===== config.mk =====
export PLATFORM = sky130hd
export DESIGN_NAME = matmul_apb_frontend
export DESIGN_NICKNAME = d
export VERILOG_FILES = /design/src/rtl/matmul_apb_frontend.sv
export SDC_FILE = /design/constraint.sdc
export NUM_CORES = 1
export LEC_CHECK = 0
export ABC_AREA = 1
export CAP_MARGIN = 30
export CORE_ASPECT_RATIO = 2
export CORE_UTILIZATION = 42
export DETAILED_ROUTE_END_ITERATION = 8
export PLACE_DENSITY = 0.86
export SETUP_SLACK_MARGIN = 0.5
export SLEW_MARGIN = 15
export SYNTH_ARGS = -nofsm -noshare
export SYNTH_HDL_FRONTEND = slang
export SYNTH_SLANG_ARGS = --single-unit

===== constraint.sdc =====
create_clock -name clk_i -period 1.8 [get_ports clk_i]
set_input_delay 0.36 -clock clk_i [delete_from_list [all_inputs] [get_ports clk_i]]
set_output_delay 0.36 -clock clk_i [all_outputs]
set_load 0.01 [all_outputs]

===== src/rtl/matmul_apb_frontend.sv =====
`default_nettype none
// ============================================================================
// Module      : matmul_apb_frontend
// Description : APB4 slave front end of the matmul accelerator. Turns each APB
//               transfer into a single req/gnt/rvalid access to the operand,
//               result and control storage. Misaligned, out-of-range,
//               read-with-strobe and write-while-busy accesses are answered
//               locally with pslverr and never reach the storage.
// Revision    : 1.0  initial release
// ----------------------------------------------------------------------------
// Ports
//   clk_i, rst_ni                 clock (rising edge), async reset (active low)
//   psel_i, penable_i, pwrite_i   APB control
//   pstrb_i [MAX_DIM]             per-element write strobe
//   pwdata_i, paddr_i             APB write data, byte address
//   pready_o, pslverr_o, prdata_o APB response
//   busy_i                        matmul core computing
//   mem_req_o .. mem_wdata_o      storage request side
//   mem_gnt_i, mem_rvalid_i,
//   mem_rdata_i                   storage response side
// Configuration
//   MATMUL_APB_TIMEOUT_EN  defined: REQ/WAIT_RD abandon the access after
//                          TIMEOUT_CYC cycles and answer with pslverr.
// ============================================================================
module matmul_apb_frontend #(
    parameter int                    DATA_WIDTH  = 8,
    parameter int                    BUS_WIDTH   = 32,
    parameter int                    ADDR_WIDTH  = 16,
    parameter logic [ADDR_WIDTH-1:0] ADDR_LIMIT  = 16'h1000,
    parameter int                    TIMEOUT_CYC = 64,
    localparam int                   MAX_DIM     = BUS_WIDTH / DATA_WIDTH
) (
    input  logic                  clk_i,
    input  logic                  rst_ni,
    input  logic                  psel_i,
    input  logic                  penable_i,
    input  logic                  pwrite_i,
    input  logic [MAX_DIM-1:0]    pstrb_i,
    input  logic [BUS_WIDTH-1:0]  pwdata_i,
    input  logic [ADDR_WIDTH-1:0] paddr_i,
    output logic                  pready_o,
    output logic                  pslverr_o,
    output logic [BUS_WIDTH-1:0]  prdata_o,
    input  logic                  busy_i,
    output logic                  mem_req_o,
    output logic                  mem_we_o,
    output logic [ADDR_WIDTH-1:0] mem_addr_o,
    output logic [MAX_DIM-1:0]    mem_be_o,
    output logic [BUS_WIDTH-1:0]  mem_wdata_o,
    input  logic                  mem_gnt_i,
    input  logic                  mem_rvalid_i,
    input  logic [BUS_WIDTH-1:0]  mem_rdata_i
);

    localparam logic [ADDR_WIDTH-1:0] WORD_MASK = ADDR_WIDTH'(BUS_WIDTH / 8 - 1);

    typedef enum logic [1:0] {
        S_IDLE    = 2'd0,
        S_REQ     = 2'd1,
        S_WAIT_RD = 2'd2,
        S_RESP    = 2'd3
    } state_e;

    state_e                state_q, state_d;
    logic [ADDR_WIDTH-1:0] addr_q;
    logic                  we_q;
    logic [BUS_WIDTH-1:0]  wdata_q;
    logic [BUS_WIDTH-1:0]  rdata_q;
    logic [MAX_DIM-1:0]    be_q;
    logic                  err_q;
    logic                  stale_q, stale_d;   // one granted read abandoned, its rvalid still due
    logic                  to_q;               // access abandoned by the watchdog
    logic                  timeout_hit;

    logic setup;
    logic err_dec;
    logic skip;
    logic rv_own;
    logic cap;

    assign setup   = (state_q == S_IDLE) & psel_i & ~penable_i;
    assign err_dec = (|(paddr_i & WORD_MASK))
                   | (paddr_i >= ADDR_LIMIT)
                   | (~pwrite_i & (|pstrb_i))
                   | (pwrite_i & busy_i);

    // Rejected transfers and strobe-less writes still pass through one REQ
    // cycle (with the request suppressed) so every answer has the same
    // two-cycle minimum latency.
    assign skip   = err_q | (we_q & ~(|be_q));
    assign rv_own = mem_rvalid_i & ~stale_q;

    assign mem_req_o   = (state_q == S_REQ) & psel_i & ~skip;
    assign mem_we_o    = we_q;
    assign mem_addr_o  = addr_q;
    assign mem_be_o    = be_q;
    assign mem_wdata_o = wdata_q;

    assign pready_o  = (state_q == S_RESP);
    assign pslverr_o = (state_q == S_RESP) & (err_q | to_q);
    assign prdata_o  = ((state_q == S_RESP) & ~we_q & ~err_q & ~to_q) ? rdata_q : '0;

    always_comb begin
        state_d = state_q;
        cap     = 1'b0;
        stale_d = stale_q & ~mem_rvalid_i;   // the next rvalid retires a stale read
        case (state_q)
            S_IDLE: begin
                if (setup) state_d = S_REQ;
            end
            S_REQ: begin
                if (!psel_i) begin
                    state_d = S_IDLE;
                end else if (skip) begin
                    state_d = S_RESP;
                end else if (mem_gnt_i) begin
                    if (we_q) begin
                        state_d = S_RESP;
                    end else if (rv_own) begin
                        cap     = 1'b1;
                        state_d = S_RESP;
                    end else begin
                        state_d = S_WAIT_RD;
                    end
                end else if (timeout_hit) begin
                    state_d = S_RESP;
                end
            end
            S_WAIT_RD: begin
                if (!psel_i) begin
                    state_d = S_IDLE;
                    stale_d = ~rv_own;
                end else if (rv_own) begin
                    cap     = 1'b1;
                    state_d = S_RESP;
                end else if (timeout_hit) begin
                    state_d = S_RESP;
                    stale_d = 1'b1;
                end
            end
            S_RESP: begin
                state_d = S_IDLE;
            end
            default: begin
                state_d = S_IDLE;
            end
        endcase
    end

    always_ff @(posedge clk_i or negedge rst_ni) begin
        if (!rst_ni) begin
            state_q <= S_IDLE;
            addr_q  <= '0;
            we_q    <= 1'b0;
            wdata_q <= '0;
            be_q    <= '0;
            err_q   <= 1'b0;
            rdata_q <= '0;
            stale_q <= 1'b0;
        end else begin
            state_q <= state_d;
            stale_q <= stale_d;
            if (setup) begin
                addr_q  <= paddr_i & ~WORD_MASK;
                we_q    <= pwrite_i;
                wdata_q <= pwdata_i;
                be_q    <= pstrb_i;
                err_q   <= err_dec;
                rdata_q <= '0;
            end else if (cap) begin
                rdata_q <= mem_rdata_i;
            end
        end
    end

`ifdef MATMUL_APB_TIMEOUT_EN
    localparam int CNT_W = $clog2(TIMEOUT_CYC + 1);

    logic [CNT_W-1:0] cnt_q, cnt_d;
    logic             to_set;

    assign timeout_hit = (cnt_q == CNT_W'(TIMEOUT_CYC - 1));
    // Only a wait that is not being satisfied this very cycle counts as expired.
    assign to_set = timeout_hit & ((mem_req_o & ~mem_gnt_i)
                  | ((state_q == S_WAIT_RD) & psel_i & ~rv_own));

    // Counter restarts from zero on every state change.
    always_comb begin
        cnt_d = '0;
        if (((state_q == S_REQ) || (state_q == S_WAIT_RD)) && (state_d == state_q))
            cnt_d = cnt_q + 1'b1;
    end

    always_ff @(posedge clk_i or negedge rst_ni) begin
        if (!rst_ni) begin
            cnt_q <= '0;
            to_q  <= 1'b0;
        end else begin
            cnt_q <= cnt_d;
            if (setup)
                to_q <= 1'b0;
            else if (to_set)
                to_q <= 1'b1;
        end
    end
`else
    // Watchdog compiled out; the comparison keeps TIMEOUT_CYC referenced and
    // is constant false for any configurable value.
    assign timeout_hit = (TIMEOUT_CYC < 0);
    assign to_q        = 1'b0;
`endif

endmodule
`default_nettype wire


-- After elaboration in Yosys (flattened, before gate mapping)
Cells that the tools add are included.
Widths: inputs -> output; s select.
- order comparisons: 1
- muxes and demuxes: 21
- reductions and logical operators: 6
- bitwise logic cells: 25
- equality and inequality tests: 6
- operators by type and width (kind ; number):
    $mux 32 ; 3
    $ge 16x13->1 const B ; 1
    $and 1x1->1 ; 12
    $mux 2 ; 6
    $mux 1 ; 10
    $not 1->1 ; 9
    $pmux 2 s4 ; 1
    $reduce_or 4->1 ; 2
    $eq 2x2->1 const B ; 2
    $ne 4x4->1 const B ; 1
    $or 1x1->1 ; 4
    $ne 3x3->1 const B ; 1
    $reduce_and 3->1 ; 1
    $eq 2x1->1 const B ; 1
    $logic_not 2->1 ; 1
    $ne 2x2->1 const B ; 1
    $pmux 1 s2 ; 1
    $reduce_bool 2->1 ; 1
    $reduce_or 2->1 ; 1
- word-level logic and storage cells: 67
- output and inout bits: 88
- register bits after elaboration: 87

-- Depth between registers and ports, before layout
Gate-level depths: netlist of the first run.
- word-level depth: 10
- mapped depth: 9
- mapped depth without buffers: 9

-- Worst setup path before layout of the first run
No wires, ideal clock.
- path kind: reg2out
- start: register state_q[0]
- end: output port prdata_o[10]
- path buffers: 1
- setup slack: 0.242 ns
- cell stages (with the launch flop): 5
- arrival time: 1.198 ns
- cells stage by stage: dfrtp_1 > ha_1 > nand3_1 > clkbuf_1 > nor2_1
- cells in the longest elaborated chain, start to end: 4
- ends and longest elaborated chain (element ; RTL line ; source):
    start: declaration ; 64 ; state_e state_q, state_d;
    start signal: assignment ; 161 ; state_q <= state_d;
    $eq 2x2->1 ; - ;
    via pready_o ; 41 ; output logic pready_o,
    $and 1x1->1 (2 in series) ; 101 ; assign prdata_o = ((state_q == S_RESP) & ~we_q & ~err_q & ~to_q) ? rdata_q : '0;
    $mux 32 ; 101 ;
    end: declaration ; 43 ; output logic [BUS_WIDTH-1:0] prdata_o,
The timed path passes the listed nets, and every way through them passes these cells.

-- Worst setup path after layout of the first run
- start: register state_q[1]
- end: register rdata_q[20]
- cells in the longest elaborated chain, start to end: 4
- elaborated cells on any way between the ends: 8
- ends and longest elaborated chain (element ; RTL line ; source):
    $logic_not 2->1 ; 81 ; assign setup = (state_q == S_IDLE) & psel_i & ~penable_i;
    $and 1x1->1 (2 in series) ; 81 ;
    $mux 32 / $reduce_bool 2->1 (equally long branches) ; - ;
    end signal: assignment ; 171 ; rdata_q <= mem_rdata_i;
    end: declaration ; 68 ; logic [BUS_WIDTH-1:0] rdata_q;
Parallel ways exist; a longest one is shown, timed or not.
A chain may end at the register's enable or synchronous reset.

==> impl_metrics.toml, run 1 <==
[drt]
wl_mm = 15.7
drtIter0Drc = 350
routed_via_density = 5.34
wire_per_inst_um = 18.7
ant_nets = 0
drc = 10
drtPass1Iterations = 8
dr_total_vias = 4471

[timing]
fin_hold_ws_ps = 484
fin_worst_skew_ps = 5.13
worst_slack_ps = -118
rsz0062_at_grt = "yes"
slew_viol_final = 0
period_needed_ps = 1920
final_hold_viol_count = 0
timing.fmax_mhz = 521
setup-tns-final_ps = -4680
min_period_over_period_pct = 107
finalSetupViolations = 65

[placed_design]
port_buffers = 177
pre_cts_slack_ps = -119
place.gp.congestion = 0.808
placed_area_um2 = 6120
dpl.hpwl_mm = 8.13
dpl.cell_count = 772

[hold_path]
hold_class = "flip-flop to flip-flop"

[floorplanning]
ioPinCount = 180
placementRows = 50
core_um2 = 9320
initial_core_util_pct = 43.2
dieArea_um2 = 10000
die_y_um = 140
die-width_um = 71.2

[clock_tree]
cts_max_path_buffers = 2
cts_tree = "built"
htreeDepth = 3
cts_buffers = 9
clk_pin_slew_worst_paths_ps = 60
clock-root-buffer = "clkbuf_16"
insertion_delay_ps = 330
cts.sinks = 87

[critical_path]
crit_fanout = 7
path_class = "flip-flop to flip-flop"
crit_buf_inv = 7
crit_top_cell = "buf_6"
critical_path.top_delay_family = "buffers and inverters"
critPathCaptureType = "flip-flop"
start_kind = "flip-flop"
slowest_delay_ps = 410
cp_data_arrival_time_ps = 2190
cp_cell_sequence = "buf_6 > buf_6 > inv_4 > buf_6 > ha_4 > nand2_4 > nor2_4 > buf_6 > buf_12 > buf_12 > nand4_1 > nand2_1"
required_ps = 2070
cp_slowest_cell = "dfrtp_1"

[cells_and_area]
final_common_cell = "nand2_1"
diodes = 0
post-route-util_pct = 83.2
syn2layout_area_growth_pct = 92.7
mostFrequentLayoutCells = "nand2_1, clkdlybuf4s50_1, dfrtp_1, buf_2, nand2_2"
drive_above_1_share_pct = 46.5
nNetsFinal = 825
final_cells = 837
stdcell_area_um2 = 7750

[pwr]
power_mw = 10.4
ir_drop_mv = 0.949
p_per_area_nw_per_um2 = 1340
p_leak_nw = 3.80

[global_routing]
antenna_found_initial = 0
grt-ovfl-total = 0
track_usage_pct = 29.4
grt_pass1_wl_mm = 22.5
grt_max_degree = 65
grt_pass1_vias = 4594

[logic_synthesis]
netlist_instances = 494
ys_seq_area_share_pct = 54.1
async_reset_ff_share_pct = 100
ys.flop_type = "dfrtp_1"
syn_area_per_cell_um2 = 8.15
synth-edff-count = 0
ys_warn_count = 0
yosysUniqueCellTypes = 25
synth_seq_cells = 87
synth_area_um2 = 4030

[run]
drv_cap = 0

[status]
outcome = "complete, but fails checks"
violations = "design-rule violations, negative setup slack"
## what timing repair did
| item | in CTS | in global routing |
|---|---|---|
| gates resized for setup | 406 | 195 |
| hold buffers | 1 | 0 |
| endpoints found under the setup margin | 172 | 128 |
| hold endpoints to repair | 27 | 0 |
| buffers inserted | 20 | 9 |
| pin swaps | 8 | 78 |
| cloned | 14 | 5 |
## synth_stat cells, drive strengths merged (3+ instances only)
| cell type | n | area, µm² |
|---|---|---|
| clkbuf | 3 | 11.3 |
| nor2 | 40 | 160 |
| inv | 53 | 199 |
| nand4 | 34 | 213 |
| buf | 28 | 198 |
| o21ai | 11 | 55.1 |
| ha | 5 | 62.6 |
| nand2 | 189 | 724 |
| nand3 | 38 | 190 |
| dfrtp | 87 | 2180 |
## cells by family (layout without fill, tap and decap cells)
group | after synthesis | in the layout | share of synthesized area [%]
AOI/OAI and AO/OA | 15 | 15 | 2.02
other | 1 | 2 | 0.0932
and+or+nand+nor | 302 | 306 | 32.1
buffers and inverters | 84 | 318 | 10.1
adders and majority gates | 5 | 5 | 1.55
DFF | 87 | 87 | 54.1
## per-layer routing
metal  part of all wire (%)  track usage, %  wire [µm]
met1                     32            29.3       4950
met5                      0               0          0
met4                    4.4            16.7        689
met3                    4.9            5.83        766
met2                     59            54.9       9270
## layout make-up
cell class	instances	area, µm²
sequential	87	2180
clock inverter	5	81.3
inverter	53	214
timing repair buffer	249	2600
clock buffer	11	233
tap	104	130
fill	494	1570
multi-input combinational	328	2320
## power breakdown
part,leakage [nW],internal (mW),switching [mW]
registers,1.12,2.78,0.635
clock network,0.150,1.22,0.765
logic,2.53,2.42,2.54
## worst reg2reg max path, stage by stage, from the launching register on
cell and delay, ps:
dfrtp_1 410, buf_6 120, buf_6 100, inv_4 40, buf_6 110, ha_4 260, nand2_4 50, nor2_4 200
buf_6 150, buf_12 90, buf_12 110, nand4_1 100, nand2_1 90
## worst paths after layout
kind	startpoint	end	slack, ps	cells after the start
min reg2reg	mem_wdata_o[7]	mem_wdata_o[7]	480	2
min	mem_wdata_o[7]	mem_wdata_o[7]	480	2
min in group asynchronous	rst_ni	rdata_q[20]	490	2
max reg2reg	state_q[1]	rdata_q[20]	-120	12
max in group asynchronous	rst_ni	mem_be_o[1]	700	3
max	state_q[1]	rdata_q[20]	-120	12
## sequential cells by signal, indices dropped and copies added, names as in the netlist
signal and cells:
mem_wdata_o 32, mem_be_o 4, err_q 1, mem_addr_o 14
state_q 2, stale_q 1, mem_we_o 1, rdata_q 32
No activity file was read; power rests on OpenSTA's default activity.
==> run 2: changes to the inputs <==
--- a/config.mk
+++ b/config.mk
@@ -8,11 +8,13 @@
 export ABC_AREA = 1
 export CAP_MARGIN = 30
 export CORE_ASPECT_RATIO = 2
-export CORE_UTILIZATION = 42
+export CORE_MARGIN = 2
+export CORE_UTILIZATION = 55
 export DETAILED_ROUTE_END_ITERATION = 8
-export PLACE_DENSITY = 0.86
+export DONT_BUFFER_PORTS = 1
+export PLACE_DENSITY = 0.75
 export SETUP_SLACK_MARGIN = 0.5
-export SLEW_MARGIN = 15
+export SLEW_MARGIN = 30
 export SYNTH_ARGS = -nofsm -noshare
 export SYNTH_HDL_FRONTEND = slang
 export SYNTH_SLANG_ARGS = --single-unit
==> impl_metrics.toml, run 2 (synthesis results as in run 1) <==
[pwr]
ir_drop_mv = 1.15
p_leak_nw = 2.58
p_per_area_nw_per_um2 = 1530
power_mw = 8.18

[critical_path]
crit_fanout = 8
required_ps = 1440
cp_data_arrival_time_ps = 1460
timing.rr.start = "state_q[1]"
critPathCaptureType = "primary output"
start_kind = "flip-flop"
path_class = "flip-flop to primary output"
startpoint = "mem_we_o"

[timing]
final_hold_viol_count = 87
fin_worst_skew_ps = 7.70
timing.fmax_mhz = 550
min_period_over_period_pct = 101
slew_viol_final = 0
finalSetupViolations = 3
period_needed_ps = 1820
rsz0062_at_grt = "yes"
fin_hold_ws_ps = -277
worst_slack_ps = -16.8

[cells_and_area]
diodes = 0
stdcell_area_um2 = 5340
fillers = 492
mostFrequentLayoutCells = "nand2_1, dfrtp_1, inv_1, nand3_1, nand4_1"
nNetsFinal = 612
drive_above_1_share_pct = 22.2
final_common_cell = "nand2_1"
syn2layout_area_growth_pct = 32.6

[clock_tree]
cts_tree = "built"
cts_buffers = 9
htreeDepth = 3
clock-root-buffer = "clkbuf_16"
insertion_delay_ps = 330
clk_pin_slew_worst_paths_ps = 60
cts.sinks = 87
cts_max_path_buffers = 2

[global_routing]
grt_max_degree = 88
track_usage_pct = 30.0
antenna_found_initial = 0
grt_pass1_wl_mm = 18.0
grt-ovfl-total = 0
grt_pass1_vias = 3432

[placed_design]
placed_area_um2 = 4160
port_buffers = 0
pre_cts_slack_ps = 90.5
dpl.hpwl_mm = 5.97
place.gp.congestion = 0.855

[drt]
drtIter0Drc = 206
drtPass1Iterations = 4
wl_mm = 11.4
wire_per_inst_um = 18.7
routed_via_density = 5.58
dr_total_vias = 3408
ant_nets = 0
drc = 0

[status]
outcome = "complete, but fails checks"
violations = "negative hold slack, negative setup slack"

[floorplanning]
die_y_um = 125
core_um2 = 7160
dieArea_um2 = 8060
initial_core_util_pct = 56.2
die-width_um = 64.5
placementRows = 44
ioPinCount = 180

[hold_path]
hold_class = "primary input to asynchronous set/reset pin"

[run]
drv_cap = 0
[run 2: cell types whose count changed in the layout (fill, tap and decap cells not counted), sizes merged]
cell           before  now
buf               152   35
clkbuf             16   10
clkdlybuf4s50      90    0
clkinv              2    1
clkinvlp            1    2
dlygate4sd3         1    0
dlymetal6s2s        1    0
inv                53   56
nand2             193  191
[run 2: layout make-up]
type	instances	area, µm²	area share [%]
flip-flops and latches	87	2180	40.8
multi-input cells	326	1810	33.9
repair buffers	35	667	12.5
clock buffers	10	229	4.29
inverters	53	219	4.10
well taps	92	115	2.16
clock inverters	5	83.8	1.57
repair inverters	3	33.8	0.633
[run 2: final timing paths]
check / endpoint / slack (ps) / cells after the start
hold / removal: rdata_q[15] / -280 / 0
min in group clk_i: stale_q / 120 / 1
setup / recovery: prdata_o[0] / -20 / 5
setup reg to reg: rdata_q[22] / 180 / 9
max in group asynchronous: rdata_q[4] / 1910 / 0
hold reg to reg: rdata_q[29] / 500 / 2
[run 2: what timing repair did]
item,CTS,global route
pin swaps,6,1
gates cloned,15,0
hold endpoints to repair,87,87
setup endpoints to repair,117,121
buffers inserted,13,3
gates resized for setup,81,5
[run 2: critical path, stage by stage (launching register included)]
cell and delay [ps]:
dfrtp_2 460, inv_2 100, nand3_4 170, buf_12 200, nor2_4 80, buf_6 110
[run 2: layer usage]
layer / up-vias / routed length (µm) / GRT usage [%]
li1: 1597 / - / -
met1: 1631 / 4110 / 35.2
met2: 159 / 6160 / 50.6
met3: 21 / 874 / 9.08
met4: 0 / 267 / 12.0
met5: - / 0 / 0
[run 2: power breakdown]
part | switching [mW] | internal [mW] | leakage (nW) | total (mW)
clock | 0.738 | 1.21 | 0.145 | 1.95
sequential | 0.857 | 2.78 | 1.12 | 3.64
combinational | 1.47 | 1.12 | 1.31 | 2.59
[run 2: through the flow]
stage / utilization (%) / instances / TNS (ps)
after floorplan: - / 495 / 0
after global placement: 58.1 / 565 / 0
after detailed placement: 58.1 / 565 / 0
after CTS: 74.1 / 608 / -61.3
after global routing: 74.6 / 611 / -865
final: 74.6 / 611 / -36.0
